===== src/rtl/uart_baud_gen_pkg.sv =====
// Shared types and default sizes for the UART baud/sample-tick generator.
package DataTypes;

   localparam int UART_OVERSAMPLE_DEFAULT = 16;
   localparam int UART_DIV_W_DEFAULT      = 16;
   localparam int UART_FRAME_W_DEFAULT    = 4;

   typedef logic                                       bit_t;
   typedef logic [UART_DIV_W_DEFAULT-1:0]              uart_div_t;
   typedef logic [$clog2(UART_OVERSAMPLE_DEFAULT)-1:0] uart_os_cnt_t;
   typedef logic [UART_FRAME_W_DEFAULT-1:0]            uart_frame_cnt_t;

endpackage


===== src/rtl/uart_baud_gen_prescaler.sv =====
// Divide-by-div clock prescaler: pulses os_event combinationally on the last
// clock of each oversample period; sync clear realigns the phase.
module uart_prescaler
   import DataTypes::*;
#(
   parameter int DIV_W = UART_DIV_W_DEFAULT
) (
   input  logic             clk,
   input  logic             reset,
   input  bit_t             enable,
   input  bit_t             clear,
   input  logic [DIV_W-1:0] div,
   output bit_t             os_event
);

   logic [DIV_W-1:0] pre_cnt;
   bit_t             at_end;
   bit_t             running;

   assign running  = enable && (div != '0);
   assign at_end   = (pre_cnt == div - DIV_W'(1));
   assign os_event = running && !clear && at_end;

   always_ff @(posedge clk or negedge reset) begin
      if (!reset) begin
         pre_cnt <= '0;
      end else if (clear) begin
         pre_cnt <= '0;
      end else if (running) begin
         pre_cnt <= at_end ? '0 : pre_cnt + DIV_W'(1);
      end
   end

endmodule


===== src/rtl/uart_baud_gen.sv =====
// Programmable baud generator: oversample, mid-bit, end-of-bit and frame-done
// ticks with a bit index; divisor and frame length are shadowed per bit/frame.
module uart_baud_gen
   import DataTypes::*;
#(
   parameter int DIV_W      = UART_DIV_W_DEFAULT,
   parameter int OVERSAMPLE = UART_OVERSAMPLE_DEFAULT,
   parameter int FRAME_W    = UART_FRAME_W_DEFAULT
) (
   input  logic               clk,
   input  logic               reset,
   input  bit_t               enable,
   input  bit_t               restart,
   input  logic [DIV_W-1:0]   divisor,
   input  logic [FRAME_W-1:0] frame_bits,
   output bit_t               os_tick,
   output bit_t               mid_tick,
   output bit_t               bit_tick,
   output bit_t               frame_done,
   output logic [FRAME_W-1:0] bit_index,
   output bit_t               cfg_err
);

   localparam int               OS_W    = $clog2(OVERSAMPLE);
   localparam logic [OS_W-1:0]  OS_MID  = OS_W'(OVERSAMPLE / 2 - 1);
   localparam logic [OS_W-1:0]  OS_LAST = OS_W'(OVERSAMPLE - 1);

   logic [DIV_W-1:0]   div_q;
   logic [FRAME_W-1:0] fbits_q;
   logic [OS_W-1:0]    os_cnt;
   bit_t               os_event;
   bit_t               bit_event;
   bit_t               frame_end;

   uart_prescaler #(
      .DIV_W (DIV_W)
   ) u_prescaler (
      .clk      (clk),
      .reset    (reset),
      .enable   (enable),
      .clear    (restart),
      .div      (div_q),
      .os_event (os_event)
   );

   assign bit_event = os_event && (os_cnt == OS_LAST);
   // A zero frame length never matches, so bit_index free-runs and frame_done stays low
   assign frame_end = bit_event && (fbits_q != '0) &&
                      (bit_index == fbits_q - FRAME_W'(1));

   always_ff @(posedge clk or negedge reset) begin
      if (!reset) begin
         div_q      <= '0;
         fbits_q    <= '0;
         os_cnt     <= '0;
         bit_index  <= '0;
         os_tick    <= 1'b0;
         mid_tick   <= 1'b0;
         bit_tick   <= 1'b0;
         frame_done <= 1'b0;
         cfg_err    <= 1'b1;
      end else begin
         os_tick    <= 1'b0;
         mid_tick   <= 1'b0;
         bit_tick   <= 1'b0;
         frame_done <= 1'b0;
         if (restart) begin
            os_cnt    <= '0;
            bit_index <= '0;
            div_q     <= divisor;
            fbits_q   <= frame_bits;
            cfg_err   <= (divisor == '0);
         end else if (os_event) begin
            os_tick  <= 1'b1;
            mid_tick <= (os_cnt == OS_MID);
            if (bit_event) begin
               // Rate changes are only picked up on bit boundaries
               os_cnt   <= '0;
               bit_tick <= 1'b1;
               div_q    <= divisor;
               cfg_err  <= (divisor == '0);
               if (frame_end) begin
                  bit_index  <= '0;
                  frame_done <= 1'b1;
                  fbits_q    <= frame_bits;
               end else begin
                  bit_index <= bit_index + FRAME_W'(1);
               end
            end else begin
               os_cnt <= os_cnt + OS_W'(1);
            end
         end
      end
   end

endmodule


===== config.mk =====
export PLATFORM = sky130hd
export DESIGN_NAME = uart_baud_gen
export DESIGN_NICKNAME = d
export VERILOG_FILES = /design/src/rtl/uart_baud_gen_pkg.sv /design/src/rtl/uart_baud_gen_prescaler.sv /design/src/rtl/uart_baud_gen.sv
export SDC_FILE = /design/constraint.sdc
export NUM_CORES = 1
export LEC_CHECK = 0
export BUFFER_PORTS_ARGS = -buffer_cell sky130_fd_sc_hd__buf_2
export CORE_UTILIZATION = 50
export DETAILED_ROUTE_END_ITERATION = 8
export PLACE_DENSITY = 0.72
export SYNTH_ARGS = -nofsm -noshare
export SYNTH_HDL_FRONTEND = slang
export SYNTH_SLANG_ARGS = --single-unit
export TNS_END_PERCENT = 10

===== constraint.sdc =====
create_clock -name clk -period 3.3 [get_ports clk]
set_input_delay 0.33 -clock clk [delete_from_list [all_inputs] [get_ports clk]]
set_output_delay 0.33 -clock clk [all_outputs]
set_load 0.005 [all_outputs]

==> results.ini <==
[power]
vdd_ir_drop_max_mv=0.243
switching_share_pct=27.5
p_int_uw=991
comb_power_share_pct=18.0
leakage_uw=0.00151
power.total_uw=1370
power.switching_uw=376
p_clk_share_pct=33.5
p_seq_share_pct=48.5
pwr_density_cell_nw_per_um2=375

[timing]
timing.slew.headroom_pct=28.0
worstMarginPinSlew_ns=1.08
grt_setup_unrepaired=yes
drv_slew=0
hold_violations=0
finalSetupViolCount=0
tns_ns=0
fin_ws_ns=0.0390
fin_crit_ns=3.26
finalClockSkew_ns=0.00632
holdWs_ns=0.213
timing.final.crit_share_pct=98.8
max_freq_mhz=307

[synth]
syn_nets=351
ys_ff_latch=49
netlist_instances=321
synth-edff-count=0
synth_area_um2=3080
yosys_most_used_dff=dfrtp_1
yosysWarnings=0
seq_area_frac_synth_pct=39.8
syn_avg_cell_area_um2=9.60
synth.distinct_cells=57
synthArstFlopShare_pct=100

[final_layout]
finalNonFillerCells=448
fillerInstances=504
final_common_cell=dfrtp_1
areaGrowthSynthToFinish_pct=18.3
nNetsFinal=402
n_antenna_cell=0
final_cell_mix=48 x dfrtp_1, 32 x buf_2, 30 x nand2_1, 27 x nor2_1, 23 x buf_4
drive_gt1_share_pct=30.6

[grt]
grt_pass1_vias=2401
grt_pass1_wl_um=11400
grt_usage_pct=22.9
grt-ovfl-total=0
grt_max_degree=50
antenna_found_initial=0

[run_status]
outcome=completed

[placement]
dpl.hpwl_um=5020
gp_congestion=0.942
portBuffers=32
dp.cells=434
dp_slack_ns=0.00277

[floorplan]
boundaryPins=33
rows=28
die_area_um2=6480
start_util_pct=52.0
die-width_um=80.5
die_y_um=80.5
core_region_area_um2=5920

[worst_setup_path]
cp_slowest_cell=or4_4
crit_path_cell_trace=inv_2 > ha_4 > nand2b_4 > nor4_4 > xnor2_2 > or4_4 > or4_4 > or4_4 > or4_4 > a21oi_2
crit_path_max_fanout=3
startpoint_type=flip-flop
endpoint_kind=flip-flop
cp_top_family=simple AND/OR/NAND/NOR gates
cp.required_ns=3.55
worstSetupPathType=flip-flop to flip-flop
cp_slowest_stage_delay_ns=0.55
r2r_cells=10
crit_buf_inv=1
crit_arrival_ns=3.51
cp.depth=10
crit_top_cell=or4_4

[min_path]
hold_path.class=primary input to async pin

[route]
vias=2619
first_pass_iters=4
drc=0
wl_um=6950
viasPerCell=5.85
ant_nets=0
wire_per_inst_um=15.5
drt_iter0_drc=187

[clocking]
clock_latency_ns=0.31
h-tree-depth=2
tritoncts=done
cts_max_path_buffers=2
cts-root-buf=clkbuf_8
cts_sinks=49
clkSlewWorstSetupHoldPaths_ns=0.09
numCtsBuffers=5

[job]
cap_violations=0

## synthesized netlist by cell type, types with 5 or more instances
master / number / area, um^2
nor2_1: 27 / 101
o21ai_0: 11 / 55.1
inv_1: 10 / 37.5
nor2b_1: 5 / 31.3
nor3_1: 13 / 65.1
xor2_1: 13 / 114
nor4_1: 8 / 50.1
nand3_1: 16 / 80.1
clkbuf_1: 6 / 22.5
ha_1: 6 / 75.1
mux2_2: 22 / 248
dfrtp_1: 48 / 1200
mux2i_1: 5 / 50.1
xnor2_1: 15 / 131
nand2_1: 30 / 113
or4_1: 5 / 37.5
nand4_1: 9 / 56.3
a21oi_1: 5 / 25.0
## cells by family (layout without fill, tap and decap cells)
| group | after synthesis | after routing | synth area share, % |
|---|---|---|---|
| and+or+nand+nor | 140 | 140 | 25.3 |
| AOI/OAI and AO/OA | 49 | 49 | 11.7 |
| DFF | 49 | 49 | 39.8 |
| xor gates and xnor gates | 28 | 28 | 7.96 |
| muxes | 27 | 27 | 9.66 |
| buffers and inverters | 22 | 74 | 3.04 |
| adders and majority gates | 6 | 6 | 2.44 |
## state kept, by name, indices dropped and copies added (netlist names), 4 cells and up
signal	cells
div_q	16
u_prescaler.pre_cnt	16
bit_index	4
fbits_q	4
os_cnt	4
## power by group through the flow
stage | Clock [uW] | Sequential (uW) | Combinational, uW
after floorplan | 0 | 667 | 152
after global placement | 0 | 671 | 222
after detailed placement | 0 | 673 | 226
after CTS | 466 | 662 | 229
after global routing | 485 | 668 | 272
final | 458 | 664 | 246
## what timing repair did
action                                  CTS  global route
pin swaps                                 0            10
gates resized for setup                   3            13
hold buffers                              0             0
setup buffers                             0             6
endpoints found under the setup margin    1             5
## routing by layer
metal / part of all wire, % / track usage (%) / wire length, um / up-vias
li1: - / - / - / 1280
met1: 47 / 32.2 / 3280 / 1267
met2: 47 / 36.1 / 3250 / 61
met3: 4.3 / 3.52 / 300 / 11
met4: 1.5 / 6.96 / 106 / 0
met5: 0 / 0 / 0 / -
## final timing paths
path	slack, ns	start	endpoint
min	0.21	reset	os_cnt[3]$_DFFE_PN0P_
min in group clk	0.24	frame_bits[1]	fbits_q[1]$_DFFE_PN0P_
max reg2reg	0.04	div_q[1]$_DFFE_PN0P_	bit_index[3]$_DFFE_PN0P_
max in group asynchronous	2.42	reset	div_q[6]$_DFFE_PN0P_
min reg2reg	0.53	cfg_err$_DFFE_PN1P_	cfg_err$_DFFE_PN1P_
max	0.04	div_q[1]$_DFFE_PN0P_	bit_index[3]$_DFFE_PN0P_
## layout make-up
cell class | count | area, um^2 | share of cell area, %
repair buffers | 55 | 333 | 9.13
multi-input cells | 250 | 1830 | 50.2
clock buffers | 6 | 82.6 | 2.27
well taps | 75 | 93.8 | 2.57
clock inverters | 2 | 37.5 | 1.03
inverters | 11 | 41.3 | 1.13
flip-flops and latches | 49 | 1230 | 33.7
## stage by stage
step / utilization (%) / cell area, um^2
2_1_floorplan: - / 3080
3_3_place_gp: 57.6 / 3410
3_5_place_dp: 57.6 / 3410
4_1_cts: 59.8 / 3540
5_1_grt: 61.6 / 3640
6_report: 61.6 / 3640
Power figures use the tool's default switching activity.
